File: config.mk
export PLATFORM = sky130hd
export DESIGN_NAME = clk_div_swt
export DESIGN_NICKNAME = d
export VERILOG_FILES = /design/src/rtl/clk_div_swt.sv
export SDC_FILE = /design/constraint.sdc
export NUM_CORES = 1
export LEC_CHECK = 0
export CAP_MARGIN = 10
export CORE_UTILIZATION = 50
export CTS_BUF_LIST = sky130_fd_sc_hd__clkbuf_8
export DETAILED_ROUTE_END_ITERATION = 10
export PLACE_DENSITY = 0.72
export SLEW_MARGIN = 20
export SYNTH_ARGS = -nofsm -noshare
export SYNTH_HDL_FRONTEND = slang
export SYNTH_SLANG_ARGS = --single-unit
File: constraint.sdc
create_clock -name clk -period 9.8 [get_ports clk]
set_clock_uncertainty 0.2 [all_clocks]
set_input_delay 2.45 -clock clk [delete_from_list [all_inputs] [get_ports clk]]
set_output_delay 2.45 -clock clk [all_outputs]
set_load 0.01 [all_outputs]
File: src/rtl/clk_div_swt.sv
// Purpose: glitch-free programmable clock divider; ratio changes apply only at an output-period boundary.
// Latency: capture-to-ack is 1 cycle from STOP, 1..P_old cycles from RUN; clk_out/clk_en are flop outputs.
// Backpressure: busy covers capture through the ack cycle; div_req seen while busy is dropped, not queued.
module clk_div_swt #(
    parameter int          DIV_W   = 8,
    parameter int unsigned RST_DIV = 1
) (
    input  logic             clk,
    input  logic             rstn,
    input  logic             div_req,
    input  logic [DIV_W-1:0] div_val,
    output logic             div_ack,
    output logic             busy,
    output logic [DIV_W-1:0] cur_div,
    output logic             clk_out,
    output logic             clk_en
);

    // One extra counter bit so the largest code gives P = 2^DIV_W without wrap.
    localparam int CW = DIV_W + 1;

    typedef enum logic {
        ST_STOP = 1'b0,
        ST_RUN  = 1'b1
    } state_t;

    localparam logic [DIV_W-1:0] RST_CODE  = DIV_W'(RST_DIV);
    localparam state_t           RST_STATE = (RST_CODE != '0) ? ST_RUN : ST_STOP;
    // Parking the counter at P-1 makes the first edge after reset a period start.
    localparam logic [CW-1:0]    RST_CNT   = {1'b0, RST_CODE};

    state_t           state_q, state_d;
    logic [CW-1:0]    cnt_q, cnt_d;
    logic [DIV_W-1:0] pend_q, pend_d;
    logic [DIV_W-1:0] cur_q, cur_d;
    logic             pend_vld_q, pend_vld_d;
    logic             ack_q, ack_d;
    logic             out_q, out_d;
    logic             en_q, en_d;

    logic [CW-1:0]    per;
    logic [CW-1:0]    last;
    logic [CW-1:0]    high;
    logic             capture;
    logic             switch_now;

    assign per  = {1'b0, cur_q} + CW'(1);
    assign last = per - CW'(1);
    // ceil(P/2) without needing a wider adder.
    assign high = (per >> 1) + CW'(per[0]);

    // busy stays up through the ack cycle, so a request on that edge is also ignored.
    assign busy       = pend_vld_q | ack_q;
    assign capture    = div_req & ~busy;
    // Only a pending request can switch; the capture edge never qualifies since pend_vld_q is still 0.
    assign switch_now = pend_vld_q & ((state_q == ST_STOP) | (cnt_q == last));

    assign div_ack = ack_q;
    assign cur_div = cur_q;
    assign clk_out = out_q;
    assign clk_en  = en_q;

    // Next-state: ratio switch at period boundary, request capture, free-running period counter.
    always_comb begin
        state_d    = state_q;
        cnt_d      = cnt_q;
        pend_d     = pend_q;
        pend_vld_d = pend_vld_q;
        cur_d      = cur_q;
        ack_d      = 1'b0;
        out_d      = 1'b0;
        en_d       = 1'b0;

        if (switch_now) begin
            cur_d      = pend_q;
            ack_d      = 1'b1;
            pend_vld_d = 1'b0;
            cnt_d      = '0;
            if (pend_q != '0) begin
                state_d = ST_RUN;
                out_d   = 1'b1;
                en_d    = 1'b1;
            end else begin
                state_d = ST_STOP;
            end
        end else begin
            if (capture) begin
                pend_d     = div_val;
                pend_vld_d = 1'b1;
            end
            if (state_q == ST_RUN) begin
                cnt_d = (cnt_q == last) ? '0 : cnt_q + CW'(1);
                out_d = (cnt_d < high);
                en_d  = (cnt_d == '0);
            end else begin
                cnt_d = '0;
            end
        end
    end

    // State and output registers; reset drops any pending request without an ack.
    always_ff @(posedge clk or negedge rstn) begin
        if (!rstn) begin
            state_q    <= RST_STATE;
            cnt_q      <= RST_CNT;
            pend_q     <= '0;
            pend_vld_q <= 1'b0;
            cur_q      <= RST_CODE;
            ack_q      <= 1'b0;
            out_q      <= 1'b0;
            en_q       <= 1'b0;
        end else begin
            state_q    <= state_d;
            cnt_q      <= cnt_d;
            pend_q     <= pend_d;
            pend_vld_q <= pend_vld_d;
            cur_q      <= cur_d;
            ack_q      <= ack_d;
            out_q      <= out_d;
            en_q       <= en_d;
        end
    end

endmodule

==> results of run 1 <==
-- final cells by class --
class / count / area [um2] / share of cell area
well taps: 50 / 62.6 / 0.0248
repair buffers: 23 / 228 / 0.0901
flip-flops and latches: 30 / 754 / 0.299
multi-input cells: 183 / 1370 / 0.543
clock buffers: 6 / 82.6 / 0.0327
clock inverters: 2 / 8.76 / 0.00347
inverters: 5 / 18.8 / 0.00743
-- how the worst min path moves through the flow --
stage	from	to	cells past startpoint
6_report	pend_q[6]	cur_div[6]	1
5_1_grt	pend_q[6]	cur_div[6]	1
4_1_cts	pend_q[6]	cur_div[6]	1
3_5_place_dp	pend_q[6]	cur_div[6]	1
3_3_place_gp	pend_q[6]	cur_div[6]	1
2_1_floorplan	pend_q[0]	cur_div[0]	1
-- critical path, stage by stage (launching register included) --
cell and delay, ps:
dfstp_2 650, inv_1 110, ha_1 390, and3b_1 220, o21ai_1 140, a21oi_1 100
xnor2_1 130, or4_4 530, nor3_2 380, nor2_1 110, ha_1 300, a21o_1 160
a21o_1 160, a21oi_1 140, nor2_1 60, a2111oi_0 360, nor2_1 80, or4b_1 480
o21ai_1 140
-- power by group --
group          switching [mW]  internal [mW]
Combinational           0.217          0.230
Sequential             0.0949          0.179
Clock                  0.0451         0.0555
-- routing by layer --
metal | track usage | vias to the layer above | wire length [um]
li1 | - | 845 | -
met4 | 0.0765 | 0 | 66
met1 | 0.343 | 822 | 2290
met2 | 0.338 | 39 | 2030
met5 | 0 | - | 0
met3 | 0.0395 | 5 | 202
-- per-stage QoR --
step	utilization	setup slack, ps
detailed placement	0.588	4950
floorplan	-	5200
global placement	0.588	5080
CTS	0.610	4900
finish	0.610	4880
global route	0.610	4580
-- cell families after synthesis --
logic type | count (synthesis)
multiplexers | 18
AO/OA/AOI/OAI | 33
buffers and inverters | 18
other | 1
AND/OR/NAND/NOR | 89
XOR/XNOR | 30
flip-flops | 30
adder cells (fa/ha/maj) | 12
-- cells in the mapped netlist, types with 4 or more instances --
library cell,n
xnor2_1,13
xor2_1,17
a21o_1,5
buf_2,5
nand2_1,11
nor2b_1,6
nor3_1,5
mux2_2,8
ha_1,12
dfrtp_1,27
and2_1,4
nand3_1,11
nor2_1,26
inv_1,5
mux2_4,8
nand3b_1,4
o21ai_0,7
-- state kept, by name (all words and copies together), names as in the netlist --
register	cells
clk_out	1
cur_div	8
cnt_q	9
pend_q	8
pend_vld_q	1
div_ack	1
state_q	1
clk_en	1
==> impl_metrics.prom, run 1 <==
# TYPE chip_impl_metric gauge
chip_impl_metric{name="slew_headroom",unit=""} 0.509
chip_impl_info{name="kind_of_start_point_of_the_critical_path",value="register"} 1
chip_impl_metric{name="overall_routed_net_length",unit="um"} 4590
chip_impl_metric{name="io_pins",unit=""} 23
chip_impl_metric{name="detail_route.vias_per_cell",unit=""} 5.72
chip_impl_info{name="timing.setup.critical_path_class",value="register to register"} 1
chip_impl_metric{name="setup_violations",unit=""} 0
chip_impl_metric{name="post_cts_hold_buffer_count",unit=""} 0
chip_impl_metric{name="die_width",unit="um"} 68.7
chip_impl_metric{name="place.detailed.instances",unit=""} 291
chip_impl_metric{name="wl_per_cell",unit="um"} 15.3
chip_impl_info{name="mostFrequentLayoutCell",value="dfrtp_1"} 1
chip_impl_metric{name="placement.io_buffers",unit=""} 22
chip_impl_metric{name="finish.instance_area",unit="um2"} 2530
chip_impl_info{name="clock_tree.root_cell",value="clkbuf_8"} 1
chip_impl_info{name="worst_setup_path_end_kind",value="register"} 1
chip_impl_metric{name="cp_data_arrival_time",unit="ps"} 4930
chip_impl_metric{name="cts_inserted_buffers",unit=""} 5
chip_impl_metric{name="antenna_cells",unit=""} 0
chip_impl_metric{name="clkLatencyLatePin",unit="ps"} 280
chip_impl_metric{name="syn_area",unit="um2"} 2230
chip_impl_info{name="rsz0062_at_grt",value="no"} 1
chip_impl_metric{name="tritoncts_num_sinks",unit=""} 30
chip_impl_metric{name="synth-seq-area-share",unit=""} 0.339
chip_impl_metric{name="final_cell_count_no_fill",unit=""} 299
chip_impl_metric{name="final.hold.worst_slack",unit="ps"} 331
chip_impl_metric{name="fin_crit_sh",unit=""} 0.502
chip_impl_metric{name="global_route_wire_length_before_repair",unit="um"} 7810
chip_impl_metric{name="synth_edf_count",unit=""} 0
chip_impl_metric{name="cells_after_synthesis",unit=""} 231
chip_impl_metric{name="cts_setup_buffers",unit=""} 0
chip_impl_metric{name="initial_core_util",unit=""} 0.537
chip_impl_metric{name="nNetsFinal",unit=""} 271
chip_impl_metric{name="ys_warns",unit=""} 0
chip_impl_metric{name="synth_top_cell_area_share",unit=""} 0.303
chip_impl_metric{name="layout_area_overhead",unit="%"} 13.5
chip_impl_metric{name="p_total",unit="uW"} 821
chip_impl_metric{name="slew_viol_final",unit=""} 0
chip_impl_metric{name="async_reset_ff_frac",unit=""} 1.00
chip_impl_metric{name="fmax",unit="MHz"} 203
chip_impl_metric{name="ff2ff_path_depth",unit=""} 18
chip_impl_metric{name="place.gp.congestion",unit=""} 0.899
chip_impl_metric{name="first_global_vias",unit=""} 1611
chip_impl_metric{name="synth_cell_type_count",unit=""} 54
chip_impl_info{name="end_point_of_the_critical_path",value="clk_out"} 1
chip_impl_metric{name="grt_overflow",unit=""} 0
chip_impl_info{name="synth_top_family_by_area",value="simple AND/OR/NAND/NOR gates"} 1
chip_impl_metric{name="peak_supply_drop",unit="mV"} 0.172
chip_impl_metric{name="finalWorstPathRequiredPeriod",unit="ps"} 4920
chip_impl_metric{name="core_area",unit="um2"} 4140
chip_impl_metric{name="drt-initial-drc-count",unit=""} 129
chip_impl_info{name="worstReg2RegStart",value="cur_div[0]"} 1
chip_impl_metric{name="postSynthNetCount",unit=""} 254
chip_impl_info{name="ys_dominant_reg_cell",value="dfrtp_1"} 1
chip_impl_metric{name="synth_simple_gate_area_frac",unit=""} 0.213
chip_impl_metric{name="drt_drc_violations_left",unit=""} 0
chip_impl_metric{name="grt_max_degree",unit=""} 31
chip_impl_metric{name="path_max_fanout",unit=""} 13
chip_impl_metric{name="power.density",unit="nW/um2"} 325
chip_impl_metric{name="synth_area_in_adders",unit=""} 0.0674
chip_impl_metric{name="synth_xor_xnor_area_share",unit=""} 0.118
chip_impl_metric{name="fill_cells",unit=""} 366
chip_impl_info{name="timing.hold.worst.class",value="register to register"} 1
chip_impl_info{name="top_library_cells_by_usage_in_the_layout_fill_and_taps_aside",value="27 x dfrtp_1, 26 x nor2_1, 22 x clkdlybuf4s50_1"} 1
chip_impl_metric{name="worst-endpoint-required",unit="ps"} 9800
chip_impl_metric{name="finalSetupTns",unit="ps"} 0
chip_impl_metric{name="number_of_core_rows",unit=""} 23
chip_impl_metric{name="die_area",unit="um2"} 4730
chip_impl_metric{name="chipHeight",unit="um"} 68.7
chip_impl_metric{name="clk_transition_reported_paths",unit="ps"} 60
chip_impl_metric{name="layout-drive-gt1-share",unit=""} 0.149
chip_impl_metric{name="hold_violations",unit=""} 0
chip_impl_info{name="post_synth_main_area_contributors",value="dfrtp_1 30%, ha_1 6.7%, xor2_1 6.7%"} 1
chip_impl_info{name="cts_tree",value="done"} 1
chip_impl_metric{name="number_of_register_bits_inferred_by_synthesis",unit=""} 30
chip_impl_metric{name="drv.max_cap_violation_count",unit=""} 0
chip_impl_metric{name="tightest_slew",unit="ps"} 734
chip_impl_metric{name="grtUsageTotal",unit=""} 0.231
chip_impl_metric{name="num_vias",unit=""} 1711
chip_impl_info{name="yosys.area.top_type",value="dfrtp_1"} 1
chip_impl_info{name="run_status",value="finished, final reports clean"} 1
chip_impl_metric{name="antenna_violations_before_repair",unit=""} 0
chip_impl_metric{name="p_leak",unit="nW"} 1.10
chip_impl_metric{name="placement.cell_area",unit="um2"} 2440
chip_impl_info{name="rr_endpoint",value="clk_out"} 1
chip_impl_info{name="startpoint",value="cur_div[0]"} 1
chip_impl_metric{name="first_pass_iters",unit=""} 4
chip_impl_metric{name="fraction_of_the_mapped_netlist_area_in_compound_gates",unit=""} 0.111
chip_impl_metric{name="cts_max_path_buffers",unit=""} 2
chip_impl_metric{name="cts_h_tree_depth",unit=""} 2
chip_impl_metric{name="postCtsResizedCells",unit=""} 0
chip_impl_metric{name="syn_area_per_cell",unit="um2"} 9.64
chip_impl_metric{name="reg2reg_setup_slack",unit="ps"} 4880
chip_impl_metric{name="antenna_left",unit=""} 0
chip_impl_metric{name="detailed_place_hpwl",unit="um"} 3440
chip_impl_metric{name="yosys-mux-area-fraction",unit=""} 0.105
(Power assumes the default switching activity.)
==> inputs of run 2 (changes only) <==
--- a/config.mk
+++ b/config.mk
@@ -9,7 +9,7 @@
 export CORE_UTILIZATION = 50
 export CTS_BUF_LIST = sky130_fd_sc_hd__clkbuf_8
 export DETAILED_ROUTE_END_ITERATION = 10
-export PLACE_DENSITY = 0.72
+export PLACE_DENSITY = 0.74
 export SLEW_MARGIN = 20
 export SYNTH_ARGS = -nofsm -noshare
 export SYNTH_HDL_FRONTEND = slang
==> constraint.sdc (replaced) <==
create_clock -name clk -period 4 [get_ports clk]
set_clock_uncertainty 0.2 [all_clocks]
set_input_delay 1 -clock clk [delete_from_list [all_inputs] [get_ports clk]]
set_output_delay 1 -clock clk [all_outputs]
set_load 0.01 [all_outputs]
==> impl_metrics.prom, run 2 (synthesis gave the netlist of run 1 again) <==
# TYPE chip_impl_metric gauge
chip_impl_metric{name="first_global_vias",unit=""} 1795
chip_impl_info{name="cts_tree",value="done"} 1
chip_impl_metric{name="power.density",unit="nW/um2"} 799
chip_impl_metric{name="detailed_place_hpwl",unit="um"} 3870
chip_impl_info{name="end_point_of_the_critical_path",value="clk_out"} 1
chip_impl_metric{name="global_route_wire_length_before_repair",unit="um"} 8310
chip_impl_metric{name="slew_headroom",unit=""} 0.533
chip_impl_metric{name="grtUsageTotal",unit=""} 0.246
chip_impl_metric{name="finalSetupTns",unit="ps"} -66.0
chip_impl_info{name="worstReg2RegStart",value="cur_div[0]"} 1
chip_impl_metric{name="antenna_cells",unit=""} 0
chip_impl_info{name="startpoint",value="cur_div[0]"} 1
chip_impl_metric{name="die_width",unit="um"} 68.7
chip_impl_info{name="rr_endpoint",value="clk_out"} 1
chip_impl_metric{name="grt_max_degree",unit=""} 31
chip_impl_info{name="run_status",value="finished, violations left"} 1
chip_impl_metric{name="wl_per_cell",unit="um"} 14.7
chip_impl_metric{name="tritoncts_num_sinks",unit=""} 30
chip_impl_metric{name="reg2reg_setup_slack",unit="ps"} -70
chip_impl_metric{name="placement.io_buffers",unit=""} 22
chip_impl_metric{name="antenna_left",unit=""} 0
chip_impl_metric{name="drt-initial-drc-count",unit=""} 102
chip_impl_info{name="rsz0062_at_grt",value="yes"} 1
chip_impl_metric{name="clk_transition_reported_paths",unit="ps"} 60
chip_impl_metric{name="io_pins",unit=""} 23
chip_impl_metric{name="largest_register_ffs",unit=""} 9
chip_impl_metric{name="num_vias",unit=""} 1849
chip_impl_metric{name="initial_core_util",unit=""} 0.537
chip_impl_metric{name="final_critical_path_setup_slack",unit="ps"} -66.0
chip_impl_metric{name="p_leak",unit="nW"} 1.29
chip_impl_metric{name="hold_violations",unit=""} 0
chip_impl_metric{name="die_area",unit="um2"} 4730
chip_impl_metric{name="cp_data_arrival_time",unit="ps"} 4080
chip_impl_metric{name="antenna_violations_before_repair",unit=""} 0
chip_impl_info{name="mostFrequentLayoutCell",value="buf_4"} 1
chip_impl_metric{name="worst-endpoint-required",unit="ps"} 4010
chip_impl_metric{name="overall_routed_net_length",unit="um"} 4940
chip_impl_metric{name="tightest_slew",unit="ps"} 698
chip_impl_metric{name="grt_overflow",unit=""} 0
chip_impl_metric{name="cts_h_tree_depth",unit=""} 2
chip_impl_metric{name="fill_cells",unit=""} 339
chip_impl_metric{name="finish.instance_area",unit="um2"} 2840
chip_impl_metric{name="slew_viol_final",unit=""} 0
chip_impl_metric{name="layout-drive-gt1-share",unit=""} 0.276
chip_impl_metric{name="path_max_fanout",unit=""} 6
chip_impl_metric{name="final.hold.worst_slack",unit="ps"} 335
chip_impl_info{name="largest_register",value="cnt_q"} 1
chip_impl_info{name="clock_tree.root_cell",value="clkbuf_8"} 1
chip_impl_metric{name="finalWorstPathRequiredPeriod",unit="ps"} 4070
chip_impl_metric{name="number_of_core_rows",unit=""} 23
chip_impl_info{name="top_library_cells_by_usage_in_the_layout_fill_and_taps_aside",value="38 x buf_4, 27 x dfrtp_1, 26 x nor2_1"} 1
chip_impl_info{name="timing.hold.worst.class",value="register to register"} 1
chip_impl_metric{name="chipHeight",unit="um"} 68.7
chip_impl_metric{name="nNetsFinal",unit=""} 308
chip_impl_metric{name="first_pass_iters",unit=""} 4
chip_impl_metric{name="clkLatencyLatePin",unit="ps"} 280
chip_impl_metric{name="cts_max_path_buffers",unit=""} 2
chip_impl_info{name="violations_in_the_final_reports",value="negative setup slack"} 1
chip_impl_metric{name="cts_inserted_buffers",unit=""} 5
chip_impl_metric{name="p_total",unit="mW"} 2.27
chip_impl_metric{name="detailedPlace.worstSlack",unit="ps"} -239
chip_impl_info{name="worst_setup_path_end_kind",value="register"} 1
chip_impl_info{name="kind_of_start_point_of_the_critical_path",value="register"} 1
chip_impl_metric{name="drv.max_cap_violation_count",unit=""} 0
chip_impl_metric{name="peak_supply_drop",unit="mV"} 0.406
chip_impl_metric{name="core_area",unit="um2"} 4140
chip_impl_metric{name="fmax",unit="MHz"} 246
chip_impl_info{name="timing.setup.critical_path_class",value="register to register"} 1
chip_impl_metric{name="drt_drc_violations_left",unit=""} 0
chip_impl_metric{name="fin_crit_sh",unit=""} 1.02
chip_impl_metric{name="place.gp.congestion",unit=""} 0.926
chip_impl_metric{name="layout_area_overhead",unit="%"} 27.4
chip_impl_metric{name="ff2ff_path_depth",unit=""} 18
chip_impl_metric{name="placement.cell_area",unit="um2"} 2720
chip_impl_metric{name="setup_violations",unit=""} 1
chip_impl_metric{name="detail_route.vias_per_cell",unit=""} 5.50
run 2: cell types whose count changed in the layout (fill, tap and decap cells not counted):
cell	change
nor3_1	-1
buf_4	+37
a2111oi_0	-1
ha_1	-1
nor3_4	+1
ha_4	+1
inv_1	-1
nor2b_2	+1
a2111oi_2	+1
inv_2	+1
nor2b_1	-1
run 2: critical path: stages, from the launching register on:
cell and delay (ps):
dfstp_2 560, inv_2 60, ha_4 260, and3b_1 180, o21ai_1 120, a21oi_1 90
xnor2_1 130, or4_4 440, nor3_4 200, nor2_1 70, ha_1 290, a21o_1 160
a21o_1 170, a21oi_1 130, nor2_1 70, a2111oi_2 200, nor2_1 60, or4b_1 480
o21ai_1 130
run 2: metrics by stage:
step                       util  cells
after floorplan               -    231
after global placement    0.657    326
after detailed placement  0.657    326
after CTS                 0.685    336
after global routing      0.685    336
final                     0.685    336
run 2: report_power, final:
part / leakage (nW) / total (mW) / switching, mW / internal [mW]
clock: 0.0524 / 0.249 / 0.113 / 0.136
combinational: 0.872 / 1.42 / 0.670 / 0.755
sequential: 0.364 / 0.594 / 0.154 / 0.440
total: 1.29 / 2.27 / 0.936 / 1.33
run 2: timing repair:
item	in CTS	in global routing
pin swaps	1	0
endpoints found under the hold margin	0	0
gates resized for setup	3	0
endpoints found under the setup margin	1	1
buffers inserted	2	0
hold buffers	0	0
run 2: layer usage:
| metal | GRT usage | part of all wire | vias to the layer above |
|---|---|---|---|
| met5 | 0 | 0 | - |
| met4 | 0.0842 | 0.013 | 0 |
| met3 | 0.0493 | 0.026 | 6 |
| met2 | 0.380 | 0.46 | 33 |
| met1 | 0.342 | 0.50 | 893 |
| li1 | - | - | 917 |
run 2: final cells by class:
| cell class | instances | area [um2] | share of cell area |
|---|---|---|---|
| multi-input combinational | 183 | 1410 | 0.495 |
| timing repair buffer | 60 | 505 | 0.178 |
| clock buffer | 6 | 82.6 | 0.0291 |
| sequential | 30 | 754 | 0.266 |
| clock inverter | 2 | 8.76 | 0.00309 |
| inverter | 5 | 18.8 | 0.00661 |
| tap | 50 | 62.6 | 0.0220 |
run 2: worst min-delay path by stage:
stage	startpoint	depth (start not counted)	slack [ps]	end
floorplan	pend_q[0]	1	300	cur_div[0]
global placement	pend_q[6]	1	310	cur_div[6]
detailed placement	pend_q[6]	1	330	cur_div[6]
CTS	pend_q[7]	1	340	cur_div[7]
global route	pend_q[7]	1	360	cur_div[7]
finish	pend_q[6]	1	330	pend_q[6]
